$ cat src/rtl/core_pkg.sv
// Shared core definitions: datapath widths, ALU opcode encoding and the
// ID/EX slot layout used by the pipeline register.
package core_pkg;

   localparam int XLEN   = 32;
   localparam int REG_AW = 5;

   localparam logic [3:0] ALU_ADD  = 4'b0000;
   localparam logic [3:0] ALU_SUB  = 4'b0001;
   localparam logic [3:0] ALU_SLL  = 4'b0010;
   localparam logic [3:0] ALU_SLT  = 4'b0011;
   localparam logic [3:0] ALU_SLTU = 4'b0100;
   localparam logic [3:0] ALU_XOR  = 4'b0101;
   localparam logic [3:0] ALU_SRL  = 4'b0110;
   localparam logic [3:0] ALU_SRA  = 4'b0111;
   localparam logic [3:0] ALU_OR   = 4'b1000;
   localparam logic [3:0] ALU_AND  = 4'b1001;
   localparam logic [3:0] ALU_LUI  = 4'b1010;

   typedef enum logic [1:0] {
      FWD_NONE  = 2'd0,
      FWD_EXMEM = 2'd1,
      FWD_MEMWB = 2'd2
   } fwd_sel_e;

   typedef struct packed {
      logic              valid;
      logic [XLEN-1:0]   pc;
      logic [XLEN-1:0]   rs1_data;
      logic [XLEN-1:0]   rs2_data;
      logic [XLEN-1:0]   imm;
      logic [REG_AW-1:0] rs1_addr;
      logic [REG_AW-1:0] rs2_addr;
      logic [REG_AW-1:0] rd_addr;
      logic [3:0]        alu_ctrl;
      logic              src_a_pc;
      logic              src_b_imm;
      logic              reg_write;
      logic              mem_read;
   } id_ex_t;

   // x0 is hardwired to zero, so a producer targeting it never forwards.
   function automatic logic fwd_hit(input logic              reg_write,
                                    input logic [REG_AW-1:0] rd,
                                    input logic [REG_AW-1:0] rs);
      return reg_write && (rd != '0) && (rd == rs);
   endfunction

endpackage

$ cat src/rtl/fwd_mux.sv
// Operand forwarding select for one source register: EX/MEM result has
// priority over MEM/WB, otherwise the register-file read data passes through.
module fwd_mux
   import core_pkg::*;
(
   input  logic [REG_AW-1:0] rs_addr,
   input  logic [XLEN-1:0]   rs_data,
   input  logic [REG_AW-1:0] exmem_rd,
   input  logic              exmem_reg_write,
   input  logic [XLEN-1:0]   exmem_result,
   input  logic [REG_AW-1:0] memwb_rd,
   input  logic              memwb_reg_write,
   input  logic [XLEN-1:0]   memwb_result,
   output logic [XLEN-1:0]   value
);

   fwd_sel_e sel;

   always_comb begin
      sel = FWD_NONE;
      if (fwd_hit(exmem_reg_write, exmem_rd, rs_addr)) begin
         sel = FWD_EXMEM;
      end else if (fwd_hit(memwb_reg_write, memwb_rd, rs_addr)) begin
         sel = FWD_MEMWB;
      end
   end

   always_comb begin
      value = rs_data;
      case (sel)
         FWD_EXMEM: value = exmem_result;
         FWD_MEMWB: value = memwb_result;
         default:   value = rs_data;
      endcase
   end

endmodule

$ cat src/rtl/id_ex_stage.sv
// ID/EX pipeline register with operand forwarding and ALU operand selection;
// also raises the load-use hazard that the pipeline controller acts on.
module id_ex_stage
   import core_pkg::*;
(
   input  logic              clk,
   input  logic              rst_n,
   input  logic              stall,
   input  logic              flush,
   input  logic              id_valid,
   input  logic [XLEN-1:0]   id_pc,
   input  logic [XLEN-1:0]   id_rs1_data,
   input  logic [XLEN-1:0]   id_rs2_data,
   input  logic [REG_AW-1:0] id_rs1_addr,
   input  logic [REG_AW-1:0] id_rs2_addr,
   input  logic [REG_AW-1:0] id_rd_addr,
   input  logic [XLEN-1:0]   id_imm,
   input  logic [3:0]        id_alu_ctrl,
   input  logic              id_src_a_pc,
   input  logic              id_src_b_imm,
   input  logic              id_reg_write,
   input  logic              id_mem_read,
   input  logic [REG_AW-1:0] exmem_rd,
   input  logic              exmem_reg_write,
   input  logic [XLEN-1:0]   exmem_result,
   input  logic [REG_AW-1:0] memwb_rd,
   input  logic              memwb_reg_write,
   input  logic [XLEN-1:0]   memwb_result,
   output logic              ex_valid,
   output logic [XLEN-1:0]   alu_a,
   output logic [XLEN-1:0]   alu_b,
   output logic [3:0]        alu_ctrl,
   output logic [XLEN-1:0]   ex_store_data,
   output logic [XLEN-1:0]   ex_pc,
   output logic [REG_AW-1:0] ex_rd,
   output logic              ex_reg_write,
   output logic              ex_mem_read,
   output logic              load_use_hazard
);

   id_ex_t slot;
   id_ex_t slot_in;
   logic [XLEN-1:0] fwd_rs1;
   logic [XLEN-1:0] fwd_rs2;

   always_comb begin
      slot_in           = '0;
      slot_in.valid     = id_valid;
      slot_in.pc        = id_pc;
      slot_in.rs1_data  = id_rs1_data;
      slot_in.rs2_data  = id_rs2_data;
      slot_in.imm       = id_imm;
      slot_in.rs1_addr  = id_rs1_addr;
      slot_in.rs2_addr  = id_rs2_addr;
      slot_in.rd_addr   = id_rd_addr;
      slot_in.alu_ctrl  = id_alu_ctrl;
      slot_in.src_a_pc  = id_src_a_pc;
      slot_in.src_b_imm = id_src_b_imm;
      slot_in.reg_write = id_reg_write;
      slot_in.mem_read  = id_mem_read;
   end

   // A flush only kills the slot; the payload is left as-is since nothing
   // downstream looks at it while valid is low.
   always_ff @(posedge clk or negedge rst_n) begin
      if (!rst_n) begin
         slot          <= '0;
         slot.alu_ctrl <= ALU_ADD;
      end else if (flush) begin
         slot.valid <= 1'b0;
      end else if (!stall) begin
         slot <= slot_in;
      end
   end

   fwd_mux u_fwd_rs1 (
      .rs_addr         (slot.rs1_addr),
      .rs_data         (slot.rs1_data),
      .exmem_rd        (exmem_rd),
      .exmem_reg_write (exmem_reg_write),
      .exmem_result    (exmem_result),
      .memwb_rd        (memwb_rd),
      .memwb_reg_write (memwb_reg_write),
      .memwb_result    (memwb_result),
      .value           (fwd_rs1)
   );

   fwd_mux u_fwd_rs2 (
      .rs_addr         (slot.rs2_addr),
      .rs_data         (slot.rs2_data),
      .exmem_rd        (exmem_rd),
      .exmem_reg_write (exmem_reg_write),
      .exmem_result    (exmem_result),
      .memwb_rd        (memwb_rd),
      .memwb_reg_write (memwb_reg_write),
      .memwb_result    (memwb_result),
      .value           (fwd_rs2)
   );

   always_comb begin
      ex_valid      = slot.valid;
      ex_pc         = slot.pc;
      ex_rd         = slot.rd_addr;
      ex_reg_write  = slot.valid & slot.reg_write;
      ex_mem_read   = slot.valid & slot.mem_read;
      alu_ctrl      = slot.valid ? slot.alu_ctrl : ALU_ADD;
      alu_a         = slot.src_a_pc  ? slot.pc  : fwd_rs1;
      alu_b         = slot.src_b_imm ? slot.imm : fwd_rs2;
      ex_store_data = fwd_rs2;
   end

   // Conservative: does not know whether the ID instruction reads rs1/rs2.
   always_comb begin
      load_use_hazard = ex_mem_read && (ex_rd != '0) && id_valid &&
                        ((ex_rd == id_rs1_addr) || (ex_rd == id_rs2_addr));
   end

endmodule

$ cat config.mk
export PLATFORM = sky130hd
export DESIGN_NAME = id_ex_stage
export DESIGN_NICKNAME = d
export VERILOG_FILES = /design/src/rtl/core_pkg.sv /design/src/rtl/fwd_mux.sv /design/src/rtl/id_ex_stage.sv
export SDC_FILE = /design/constraint.sdc
export NUM_CORES = 1
export LEC_CHECK = 0
export BUFFER_PORTS_ARGS = -buffer_cell sky130_fd_sc_hd__buf_2
export CORE_AREA = 2 2 146 148
export CTS_BUF_LIST = sky130_fd_sc_hd__clkbuf_8
export CTS_CLUSTER_SIZE = 40
export DETAILED_ROUTE_END_ITERATION = 16
export DIE_AREA = 0 0 148 150
export PLACE_DENSITY_LB_ADDON = 0.2
export SLEW_MARGIN = 25
export SYNTH_ARGS = -nofsm -noshare
export SYNTH_HDL_FRONTEND = slang
export SYNTH_HIERARCHICAL = 1
export SYNTH_SLANG_ARGS = --single-unit
$ cat constraint.sdc
create_clock -name clk -period 2.7 [get_ports clk]
set_input_delay 0.27 -clock clk [delete_from_list [all_inputs] [get_ports clk]]
set_output_delay 0.27 -clock clk [all_outputs]
set_load 0.03 [all_outputs]
==> flow_metrics.env, run 1 <==
export IMPL_wl_um=37200
export IMPL_layout_common_cells="280 x buf_2, 145 x dfrtp_1, 94 x buf_6"
export IMPL_report_final_slew_viol_count=0
export IMPL_fin_ws_ps=-339
export IMPL_reg2reg_slack_ps=1610
export IMPL_detail_route_antenna_nets=0
export IMPL_power_density_nw_per_um2=620
export IMPL_gp_congestion=0.891
export IMPL_core_um2=20700
export IMPL_crit_chain="or4_4 -> a21oi_4 -> buf_6 -> buf_12 -> buf_8 -> or4b_1 -> a31oi_1 -> mux2_4 -> buf_6"
export IMPL_grt_max_degree=60
export IMPL_yosysWarningCount=6
export IMPL_fmax_mhz=329
export IMPL_clk_latency_ps=470
export IMPL_synth_top_area_share=0.384
export IMPL_power_total_uw=9240
export IMPL_synth_ff_latch_count=152
export IMPL_path_class="flop to output pin"
export IMPL_fillerInstances=1427
export IMPL_antenna_found_initial=5
export IMPL_start_kind="flop"
export IMPL_cts_tree="built"
export IMPL_maxCapViolCount=0
export IMPL_post_route_period_util=1.13
export IMPL_switching_power_uw=3790
export IMPL_synth_top_area_cell="dfrtp_1"
export IMPL_dr_first_iter_drc_count=634
export IMPL_leakage_uw=0.00615
export IMPL_critPathMaxStageDelay_ps=570
export IMPL_synth_fp_nets=1046
export IMPL_cp_required_ps=2430
export IMPL_port_buffers=372
export IMPL_synthCells=814
export IMPL_drc=0
export IMPL_viasPerCell=5.99
export IMPL_critPathMaxFanout=8
export IMPL_post_drt_wl_per_cell_um=25.1
export IMPL_crit_top_cell="buf_6"
export IMPL_cts_buffers=17
export IMPL_dieArea_um2=22200
export IMPL_dp_hpwl_um=24600
export IMPL_status="finished with violations"
export IMPL_gr_total_overflow=0
export IMPL_start_util=0.479
export IMPL_final_common_cell="buf_2"
export IMPL_netlist_cell_type_count=32
export IMPL_ys_seq_area_frac=0.384
export IMPL_dieHeight_um=150
export IMPL_rsz0062_at_grt="yes"
export IMPL_root_buffer="clkbuf_8"
export IMPL_violations="negative setup slack"
export IMPL_fin_worst_skew_ps=0
export IMPL_dp_worst_setup_slack_ps=82.2
export IMPL_ios=373
export IMPL_synth_area_um2=9910
export IMPL_cp_num_buf_inv=4
export IMPL_internal_power_uw=5450
export IMPL_fp_dieW_um=148
export IMPL_critPathCaptureType="output pin"
export IMPL_maxSlewHeadroom=0.526
export IMPL_cp_top_family="simple AND/OR/NAND/NOR gates"
export IMPL_final_hold_viol_count=0
export IMPL_drive_gt1_frac=0.656
export IMPL_syn_avg_cell_area_um2=12.2
export IMPL_vdd_drop_max_mv=0.404
export IMPL_placed_cells=1369
export IMPL_worst_pin_slew_ps=704
export IMPL_finalSetupViolCount=96
export IMPL_layout_nets=1422
export IMPL_fin_crit_ps=3040
export IMPL_synthTopCellsByArea="dfrtp_1 38%, mux2_2 14%, mux2_1 10%"
export IMPL_cts_buffer_depth=2
export IMPL_grt_pass1_wl_um=51200
export IMPL_first_pass_iters=6
export IMPL_hold_path_class="primary input to flop"
export IMPL_clock_sinks=152
export IMPL_utilization=0.720
export IMPL_hold_ws_ps=13.0
export IMPL_pwr_share_seq=0.314
export IMPL_num_rows=53
export IMPL_pwr_share_clk=0.180
export IMPL_dr_total_vias=8864
export IMPL_pwr_share_comb=0.506
export IMPL_clkTransAtPathRegs_ps=90
export IMPL_sw_frac_of_total=0.410
export IMPL_htree_levels=4
export IMPL_arrival_ps=2770
export IMPL_track_usage=0.305
export IMPL_fin_cells=1481
export IMPL_cp_slowest_cell="or4_4"
export IMPL_grt_pass1_vias=8695
export IMPL_syn_to_final_growth_pct=50.4
==> final timing paths <==
check / to / cells past startpoint / startpoint
hold reg to reg: slot[47] / 1 / slot[47]
max in group asynchronous: ex_pc[14] / 3 / rst_n
hold / removal: slot[101] / 2 / id_rs1_data[14]
min in group asynchronous: slot[6] / 2 / rst_n
setup reg to reg: slot[2] / 1 / slot[2]
setup / recovery: alu_a[27] / 9 / slot[20]
==> final cells by class <==
class / instances / area [µm²] / share of cell area
Multi-Input combinational cell: 540 / 6490 / 0.435
Clock inverter: 15 / 119 / 0.00797
Sequential cell: 152 / 3810 / 0.256
Timing Repair Buffer: 479 / 3900 / 0.262
Tap cell: 275 / 344 / 0.0231
Antenna cell: 3 / 7.51 / 0.000504
Clock buffer: 17 / 234 / 0.0157
==> routing by layer <==
layer,vias up,track usage,wire (µm)
met5,-,0,13
met4,2,0.0867,1050
met3,71,0.0744,2800
met2,470,0.548,18900
met1,4411,0.362,14400
li1,3910,-,-
==> logic make-up after synthesis <==
kind of cell | count (synthesis) | share of synthesized area
multiplexers | 216 | 0.245
AO/OA/AOI/OAI | 134 | 0.132
flip-flops | 152 | 0.384
XOR/XNOR | 26 | 0.0230
AND/OR/NAND/NOR | 163 | 0.126
buffers and inverters | 123 | 0.0897
==> Yosys cell counts, drive strengths merged <==
library cell,n
nor3,2
mux2,215
or3,2
and2,10
or4,5
nor4,64
dfrtp,152
or4b,64
o211ai,1
buf,87
xor2,6
a21oi,5
a31oi,64
xnor2,20
nor2,6
o31ai,64
nand3,6
mux2i,1
nand2,4
clkbuf,36
==> state kept, by name (all words and copies together), names as in the netlist <==
name	cells
ex_pc	32
ex_rd	5
ex_valid	1
slot	114
==> stage by stage <==
stage / TNS [ps] / cell area [µm²]
floorplan: 0 / 9910
global placement: 0 / 11700
detailed placement: 0 / 11700
CTS: -19640 / 13600
global route: -27780 / 14900
finish: -21320 / 14900
==> power by group through the flow <==
stage	clock network [µW]	logic, µW	registers, µW
4_1_cts	1690	4010	2860
6_report	1660	4680	2900
5_1_grt	1770	4860	2940
2_1_floorplan	0	2440	2800
3_3_place_gp	0	3240	2870
3_5_place_dp	0	3270	2890
==> timing repair <==
item,CTS,global route
resized for setup,227,199
pin swaps,28,53
setup buffers,9,16
hold buffers,34,0
hold endpoints to repair,69,0
setup endpoints to repair,96,96
gates cloned,7,11
(Power assumes the default switching activity.)
==> inputs of run 2 (changes only) <==
ABC_CLOCK_PERIOD_IN_PS = 2700   (was unset)
MAX_ROUTING_LAYER = met4   (was unset)
==> flow_metrics.env, run 2 (same netlist as run 1, synthesis figures left out) <==
export IMPL_dp_hpwl_um=25000
export IMPL_crit_chain="or4_4 -> a21oi_4 -> buf_4 -> clkbuf_16 -> or4b_1 -> a31oi_4 -> mux2_2 -> buf_2"
export IMPL_largest_reg_flops=114
export IMPL_cts_buffers=17
export IMPL_dr_first_iter_drc_count=577
export IMPL_first_pass_iters=4
export IMPL_ios=373
export IMPL_placed_cells=1374
export IMPL_dieArea_um2=22200
export IMPL_fin_cells=1494
export IMPL_clk_latency_ps=450
export IMPL_path_class="flop to output pin"
export IMPL_dr_total_vias=9037
export IMPL_grt_pass1_vias=8705
export IMPL_met2_length_um=19700
export IMPL_viasPerCell=6.05
export IMPL_post_route_period_util=1.11
export IMPL_post_drt_wl_per_cell_um=26.2
export IMPL_met1_length_um=15400
export IMPL_critPathCaptureType="output pin"
export IMPL_cts_tree="built"
export IMPL_drc=0
export IMPL_finalSetupViolCount=96
export IMPL_final_hold_viol_count=0
export IMPL_cp_top_family="simple AND/OR/NAND/NOR gates"
export IMPL_fin_worst_skew_ps=0
export IMPL_final_common_cell="buf_2"
export IMPL_maxSlewHeadroom=0.565
export IMPL_vdd_drop_max_mv=0.443
export IMPL_clkTransAtPathRegs_ps=100
export IMPL_dieHeight_um=150
export IMPL_layout_common_cells="278 x buf_2, 144 x dfrtp_1, 113 x buf_6"
export IMPL_root_buffer="clkbuf_8"
export IMPL_num_rows=53
export IMPL_fmax_mhz=335
export IMPL_drive_gt1_frac=0.735
export IMPL_leakage_uw=0.00641
export IMPL_violations="negative setup slack"
export IMPL_gr_total_overflow=0
export IMPL_grt_pass1_wl_um=51800
export IMPL_critPathMaxStageDelay_ps=570
export IMPL_cp_required_ps=2430
export IMPL_start_util=0.479
export IMPL_cts_buffer_depth=2
export IMPL_cp_slowest_cell="or4_4"
export IMPL_antenna_found_initial=5
export IMPL_worst_pin_slew_ps=652
export IMPL_largest_register="slot"
export IMPL_clock_sinks=152
export IMPL_htree_levels=4
export IMPL_fin_crit_ps=2990
export IMPL_critPathMaxFanout=7
export IMPL_cp_num_buf_inv=3
export IMPL_report_final_slew_viol_count=0
export IMPL_hold_path_depth=2
export IMPL_core_um2=20700
export IMPL_arrival_ps=2720
export IMPL_fin_ws_ps=-289
export IMPL_port_buffers=372
export IMPL_rsz0062_at_grt="yes"
export IMPL_power_density_nw_per_um2=636
export IMPL_fp_dieW_um=148
export IMPL_reg2regPathDepth=1
export IMPL_hold_path_class="primary input to flop"
export IMPL_grt_max_degree=59
export IMPL_worst_path_stages=8
export IMPL_status="finished with violations"
export IMPL_track_usage=0.318
export IMPL_dr_wl_met3_um=2870
export IMPL_start_kind="flop"
export IMPL_syn_to_final_growth_pct=58.1
export IMPL_gp_congestion=0.923
export IMPL_layout_nets=1431
export IMPL_power_total_uw=9960
export IMPL_maxCapViolCount=0
export IMPL_wl_um=39100
export IMPL_detail_route_antenna_nets=0
export IMPL_highest_layer="met4"
-- run 2: changes by cell type in the layout (fill, tap and decap cells not counted), moves of 10 or more --
cell and delta:
nor4_1 -35, nor4_2 +35, dlygate4sd3_1 -32, buf_6 +19
buf_4 +18, o31ai_1 -16, o31ai_4 +14, or4b_4 +10
-- run 2: what timing repair did --
| item | in CTS | in global routing |
|---|---|---|
| pin swaps | 30 | 125 |
| setup buffers | 18 | 38 |
| endpoints found under the hold margin | 55 | 0 |
| hold buffers | 2 | 0 |
| resized for setup | 231 | 306 |
| setup endpoints to repair | 96 | 96 |
| cloned | 8 | 17 |
-- run 2: metrics by stage --
step	cell area (µm²)	hold WS, ps	utilization	TNS [ps]	setup WS, ps
CTS	13500	6.10	0.651	-19160	-300
finish	15700	20.6	0.757	-19070	-289
floorplan	9910	-25.6	-	0	15.7
detailed placement	11700	304	0.567	0	60.2
global placement	11700	306	0.567	0	99.7
global route	15700	0.490	0.757	-25700	-359
-- run 2: final timing paths --
check / slack (ps) / end / start
hold reg to reg: 500 / slot[50] / slot[50]
setup / recovery: -290 / alu_a[5] / slot[19]
min in group asynchronous: 370 / ex_rd[4] / rst_n
max in group asynchronous: 1590 / slot[102] / rst_n
setup reg to reg: 1590 / slot[2] / slot[2]
hold / removal: 20 / slot[108] / id_rs1_data[21]
-- run 2: routing by layer --
metal / track usage / vias to the layer above
li1: - / 3931
met4: 0.109 / 0
met1: 0.373 / 4598
met5: - / -
met3: 0.0649 / 62
met2: 0.545 / 446
-- run 2: final cells by class --
type | instances | area, µm²
Multi-Input combinational cell | 539 | 6990
Fill cell | 1363 | 5030
Timing Repair Buffer | 489 | 4050
Sequential cell | 152 | 3810
Tap cell | 275 | 344
Clock buffer | 19 | 262
Clock inverter | 13 | 183
Antenna cell | 7 | 17.5
-- run 2: report_power, final --
| group | internal, µW | switching, µW |
|---|---|---|
| Sequential | 2610 | 308 |
| Clock | 995 | 995 |
| Combinational | 2370 | 2680 |
